--- src/rtl/mem_arbiter_pkg.sv ---
// Shared encodings and default widths for the icache/dcache memory arbiter.
// Holds FSM state encoding, owner encoding and default ADDR_W/DATA_W.
package mem_arbiter_pkg;

  localparam int ADDR_W_DEF = 6;
  localparam int DATA_W_DEF = 32;

  typedef enum logic [1:0] {
    IDLE    = 2'd0,
    GRANT_I = 2'd1,
    GRANT_D = 2'd2,
    RELEASE = 2'd3
  } arb_state_e;

  typedef enum logic [1:0] {
    OWN_NONE = 2'b00,
    OWN_I    = 2'b01,
    OWN_D    = 2'b10
  } owner_e;

endpackage

--- src/rtl/mem_arbiter_arb_pick.sv ---
// Combinational winner selection between icache and dcache requests.
// Ports: i_req_i/d_req_i requests, last_d_i last-served was dcache, gnt_*_o.
module arb_pick (
  input  logic i_req_i,
  input  logic d_req_i,
  input  logic last_d_i,
  output logic gnt_i_o,
  output logic gnt_d_o
);

  // On a tie dcache wins unless it was the last one served; with last_d_i
  // tied low this degenerates to fixed dcache priority.
  always_comb begin
    gnt_d_o = d_req_i & (~i_req_i | ~last_d_i);
    gnt_i_o = i_req_i & ~gnt_d_o;
  end

endmodule

--- src/rtl/mem_arbiter.sv ---
// Shares one main memory between icache (read-only) and dcache (read/write).
// Ports: clk, reset (async, active-low); i_* icache side; d_* dcache side;
//   m_* main memory side; owner = current grant (00 none, 01 I, 10 D).
// Macro MEM_ARB_ROUND_ROBIN_EN: tie-break toward the client not served last;
//   undefined gives fixed dcache priority.
module mem_arbiter
  import mem_arbiter_pkg::*;
#(
  parameter int ADDR_W = ADDR_W_DEF,
  parameter int DATA_W = DATA_W_DEF
) (
  input  logic              clk,
  input  logic              reset,
  input  logic              i_read,
  input  logic [ADDR_W-1:0] i_address,
  output logic [DATA_W-1:0] i_readdata,
  output logic              i_busywait,
  input  logic              d_read,
  input  logic              d_write,
  input  logic [ADDR_W-1:0] d_address,
  input  logic [DATA_W-1:0] d_writedata,
  output logic [DATA_W-1:0] d_readdata,
  output logic              d_busywait,
  output logic              m_read,
  output logic              m_write,
  output logic [ADDR_W-1:0] m_address,
  output logic [DATA_W-1:0] m_writedata,
  input  logic [DATA_W-1:0] m_readdata,
  input  logic              m_busywait,
  output logic [1:0]        owner
);

  arb_state_e        state_q;
  owner_e            owner_q;
  logic              cur_d_q;
  logic              m_read_q;
  logic              m_write_q;
  logic [ADDR_W-1:0] m_addr_q;
  logic [DATA_W-1:0] m_wdata_q;
  logic [DATA_W-1:0] i_rdata_q;
  logic [DATA_W-1:0] d_rdata_q;
  logic              mbw_q;
  logic              d_req;
  logic              gnt_i;
  logic              gnt_d;
  logic              last_d;
  logic              done;

  assign d_req = d_read | d_write;
  // Falling edge of the memory busywait marks completion.
  assign done  = mbw_q & ~m_busywait;

`ifdef MEM_ARB_ROUND_ROBIN_EN
  logic last_d_q;
  assign last_d = last_d_q;
`else
  assign last_d = 1'b0;
`endif

  arb_pick u_pick (
    .i_req_i  (i_read),
    .d_req_i  (d_req),
    .last_d_i (last_d),
    .gnt_i_o  (gnt_i),
    .gnt_d_o  (gnt_d)
  );

  // The command is latched at grant so a withdrawn request cannot
  // abort an access the memory has already started.
  always_ff @(posedge clk or negedge reset) begin
    if (!reset) begin
      state_q   <= IDLE;
      owner_q   <= OWN_NONE;
      cur_d_q   <= 1'b0;
      m_read_q  <= 1'b0;
      m_write_q <= 1'b0;
      m_addr_q  <= '0;
      m_wdata_q <= '0;
      i_rdata_q <= '0;
      d_rdata_q <= '0;
      mbw_q     <= 1'b0;
`ifdef MEM_ARB_ROUND_ROBIN_EN
      last_d_q  <= 1'b0;
`endif
    end else begin
      mbw_q <= m_busywait;
      unique case (state_q)
        IDLE: begin
          if (gnt_d) begin
            state_q   <= GRANT_D;
            owner_q   <= OWN_D;
            cur_d_q   <= 1'b1;
            m_read_q  <= d_read & ~d_write;
            m_write_q <= d_write;
            m_addr_q  <= d_address;
            m_wdata_q <= d_writedata;
`ifdef MEM_ARB_ROUND_ROBIN_EN
            last_d_q  <= 1'b1;
`endif
          end else if (gnt_i) begin
            state_q   <= GRANT_I;
            owner_q   <= OWN_I;
            cur_d_q   <= 1'b0;
            m_read_q  <= 1'b1;
            m_write_q <= 1'b0;
            m_addr_q  <= i_address;
            m_wdata_q <= '0;
`ifdef MEM_ARB_ROUND_ROBIN_EN
            last_d_q  <= 1'b0;
`endif
          end
        end
        GRANT_I, GRANT_D: begin
          if (done) begin
            state_q   <= RELEASE;
            owner_q   <= OWN_NONE;
            m_read_q  <= 1'b0;
            m_write_q <= 1'b0;
            m_addr_q  <= '0;
            m_wdata_q <= '0;
            // Writes leave the client's read data untouched.
            if (m_read_q) begin
              if (cur_d_q) d_rdata_q <= m_readdata;
              else         i_rdata_q <= m_readdata;
            end
          end
        end
        RELEASE: state_q <= IDLE;
        default: state_q <= IDLE;
      endcase
    end
  end

  assign m_read      = m_read_q;
  assign m_write     = m_write_q;
  assign m_address   = m_addr_q;
  assign m_writedata = m_wdata_q;
  assign owner       = owner_q;
  assign i_readdata  = i_rdata_q;
  assign d_readdata  = d_rdata_q;

  // Stall follows the live request, dropping only in the client's own
  // RELEASE cycle; forced low while reset is held.
  assign i_busywait = reset & i_read
                    & ~((state_q == RELEASE) & ~cur_d_q);
  assign d_busywait = reset & d_req
                    & ~((state_q == RELEASE) & cur_d_q);

endmodule

--- config.mk ---
export PLATFORM = sky130hd
export DESIGN_NAME = mem_arbiter
export DESIGN_NICKNAME = d
export VERILOG_FILES = /design/src/rtl/mem_arbiter_pkg.sv /design/src/rtl/mem_arbiter_arb_pick.sv /design/src/rtl/mem_arbiter.sv
export SDC_FILE = /design/constraint.sdc
export NUM_CORES = 1
export LEC_CHECK = 0
export BUFFER_PORTS_ARGS = -buffer_cell sky130_fd_sc_hd__buf_2
export CAP_MARGIN = 20
export CORE_ASPECT_RATIO = 0.9
export CORE_MARGIN = 2
export CORE_UTILIZATION = 51
export DETAILED_ROUTE_END_ITERATION = 7
export PLACE_DENSITY_LB_ADDON = 0.2
export SYNTH_ARGS = -nofsm -noshare
export SYNTH_HDL_FRONTEND = slang
export SYNTH_SLANG_ARGS = --single-unit
export TNS_END_PERCENT = 50
--- constraint.sdc ---
create_clock -name clk -period 4.24 [get_ports clk]
set_clock_uncertainty 0.2 [all_clocks]
set_input_delay 0.424 -clock clk [delete_from_list [all_inputs] [get_ports clk]]
set_output_delay 0.424 -clock clk [all_outputs]
set_load 0.1 [all_outputs]
==> flow_summary.rst <==
.. list-table::
   :header-rows: 1

   * - Metric
     - Value
   * - Worst slew margin
     - 27.51%
   * - Classification of the worst-slack hold path
     - in -> reg
   * - Result of the run
     - finished, final reports clean
   * - Slew at the pin with the worst max-slew slack
     - 1.083 ns
   * - Syn Inst Count
     - 278
   * - MaxCap Viol Count
     - 0
   * - Area enclosed by the die boundary
     - 9322 um^2
   * - Die height
     - 91.80 um
   * - Total clock buffers created by CTS
     - 9
   * - Count of port buffers added during placement
     - 189
   * - Arr. time, crit path
     - 2.16 ns
   * - Wirelength per Cell
     - 15.95 um
   * - Buffer depth of the longest clock path
     - 2
   * - Async set-or-reset flop fraction in the synthesized netlist
     - 100.0%
   * - Overflow left after global routing
     - 0
   * - DIE WIDTH
     - 101.6 um
   * - Post-DP HPWL
     - 6.736 mm
   * - Setup total negative slack
     - 0 ns
   * - Dominant register cell in the synthesized netlist
     - sky130_fd_sc_hd__dfrtp_1
   * - Standard cell core area
     - 8448 um^2
   * - DRT Pass-1 Iters
     - 4
   * - Unique cell type count in the Yosys netlist
     - 29
   * - Drt first-iter violations
     - 78
   * - Global placer's final weighted congestion
     - 0.7481
   * - Site Rows
     - 32
   * - Master cell of the clock root buffer
     - sky130_fd_sc_hd__clkbuf_8
   * - Number of top-level pins
     - 190
   * - Max-slew violations
     - 0
   * - Overall via count from detail_route
     - 2949
   * - Total number of clock tree sinks
     - 110
   * - Number of filler cells placed in the layout
     - 661
   * - Crit-path max FO
     - 52
   * - Highest attainable clock frequency
     - 0.3591 GHz
   * - Clock tree from TritonCTS
     - yes
   * - Post-DR vias/cell
     - 4.981
   * - Number of setup buffers added after CTS
     - 0
   * - Flop and latch count out of synthesis
     - 110
   * - Buffers & Inverters on Critical Path
     - 3
   * - RSZ-0062 raised after global routing
     - no
   * - Worst-path clk slew
     - 0.12 ns
   * - Net count of the finished layout
     - 553
   * - EDFF count, synth
     - 0
   * - Fin crit share
     - 65.68%
   * - Warning count from the yosys run
     - 0
   * - Cell breakdown of the critical path
     - dlygate4sd3_1 -> buf_4 -> nand2_1 -> a21oi_1 -> buf_2
   * - Endpoint type of the worst setup path
     - output port
   * - Launching element type of the critical path
     - input port
   * - Area added between synthesis and finish
     - 30.08%
   * - Total wire length after detailed routing
     - 9.441 mm
   * - Share of post-route cells with drive strength above 1
     - 58.77%
   * - Starting density of the core
     - 51.70%
   * - Period minus WS final
     - 2.785 ns
   * - Required arrival time at the worst endpoint
     - 3.62 ns
   * - Final count of negative-setup-slack endpoints
     - 0
   * - Remaining routing DRC violations
     - 0
   * - Type of the worst setup path
     - in -> out
   * - Diodes inserted
     - 0
   * - Later-pin clock latency in the skew report
     - 0.36 ns
   * - Portion of the post-synthesis area used by sequential elements
     - 63.02%
   * - Cell at the slowest stage of the critical path
     - sky130_fd_sc_hd__dlygate4sd3_1
   * - Global routing usage summed across all routing layers
     - 19.93%
   * - Synth Area per Inst
     - 15.71 um^2
   * - Max stage delay on crit path
     - 0.54 ns
   * - Cell area after technology mapping
     - 4368 um^2
   * - Final count of hold timing violations
     - 0
   * - Pin count of the biggest net entering global routing
     - 62
   * - Post-Syn Nets
     - 363
   * - Crit-path leading delay family
     - buffers and inverters
   * - H-tree levels
     - 3
   * - Global-route wire length before repair
     - 14.47 mm
   * - Vias in the first global route
     - 2947
   * - Antenna Nets Post-Route
     - 0
   * - Number of antenna violations at the first check in global routing
     - 0
-- path summary, 6_finish.rpt --
check                                 from              end  slack, ns  depth (start not counted)
min in group asynchronous            reset   d_readdata[21]       0.43                          2
hold / removal             d_writedata[15]  m_writedata[15]       0.05                          2
max in group asynchronous            reset    i_readdata[2]       2.21                          3
hold reg to reg             i_readdata[26]   i_readdata[26]       0.29                          1
setup reg to reg                state_q[1]   d_readdata[14]       1.46                          5
setup / recovery                     reset       i_busywait       1.46                          5
-- logic make-up (layout without fill, tap and decap cells) --
logic type | count (synthesis) | count (layout) | synth area share, %
flops | 110 | 110 | 63.02
fa+ha+maj | 3 | 3 | 0.8594
buf+inv | 22 | 217 | 2.807
simple gates | 19 | 19 | 2.321
mux | 74 | 74 | 21.40
compound gates | 50 | 50 | 9.596
-- repair_timing --
item                      4_1_cts  5_1_grt
hold buffers                    2        0
hold endpoints to repair       50        0
gates resized for setup         0        0
-- cells in the mapped netlist (2+ instances only) --
cell                        instances  area share, %
sky130_fd_sc_hd__dfrtp_1          110             63
sky130_fd_sc_hd__mux2_2            34            8.8
sky130_fd_sc_hd__a22o_1            33            6.6
sky130_fd_sc_hd__mux2_4            30             10
sky130_fd_sc_hd__mux2i_1            9            2.1
sky130_fd_sc_hd__buf_2              8           0.92
sky130_fd_sc_hd__o2bb2ai_1          8            1.6
sky130_fd_sc_hd__nand2_1            7           0.60
sky130_fd_sc_hd__nor2_1             5           0.43
sky130_fd_sc_hd__clkbuf_1           4           0.34
sky130_fd_sc_hd__inv_1              4           0.34
sky130_fd_sc_hd__buf_6              3           0.77
sky130_fd_sc_hd__ha_1               3           0.86
sky130_fd_sc_hd__a21o_1             2           0.34
sky130_fd_sc_hd__a21oi_1            2           0.23
sky130_fd_sc_hd__buf_4              2           0.34
sky130_fd_sc_hd__nand2b_1           2           0.29
-- cell usage in the layout, fill, tap and decap left out, drive strengths merged --
master / n
buf: 193
a211o: 1
a21o: 2
clkbuf: 10
a21oi: 2
o2bb2ai: 8
nor2b: 1
nand2b: 2
or3: 1
dfrtp: 110
nor4b: 1
bufinv: 1
nor2: 5
nor3: 1
o22ai: 1
o311ai: 1
clkinv: 2
mux2: 65
mux2i: 9
nand2: 7
ha: 3
dlygate4sd3: 2
a31oi: 1
inv: 9
a22o: 33
o21ai: 1
nor3b: 1
-- layer usage --
layer  routed length, um  vias to the layer above  track usage (%)
met2                4279                      131            30.15
met1                4239                     1425            27.33
li1                    -                     1384                -
met4                 129                        0            7.770
met3                 793                        9            5.488
met5                   0                        -                0
-- metrics by stage --
step	util (%)	area (um^2)	hold slack, ns	std cells	setup slack [ns]
6_report	67.25	5682	0.05344	592	1.455
5_1_grt	67.25	5682	0.04733	592	1.274
4_1_cts	67.19	5677	0.03803	591	1.417
3_5_place_dp	64.46	5445	0.2705	573	1.493
3_3_place_gp	63.80	5390	0.2597	571	1.543
2_1_floorplan	-	4368	-0.07159	278	1.583
-- cell type report --
cell class,instances,area [um^2],share of cell area [%]
Sequential cell,110,2753,48.45
Multi-Input combinational cell,146,1506,26.51
Timing Repair Buffer,196,1044,18.37
Tap cell,119,148.9,2.621
Clock buffer,9,123.9,2.180
Clock inverter,7,87.58,1.542
Inverter,5,18.77,0.3303
-- registers in the layout (all words and copies together), names as in the netlist --
register / flops
cur_d_q: 1
d_readdata: 32
i_readdata: 32
m_address: 6
m_read: 1
m_write: 1
m_writedata: 32
mbw_q: 1
owner: 2
state_q: 2
Power is not shown: default switching activity piles up to over one toggle a cycle in this logic, so the estimate is an artifact.
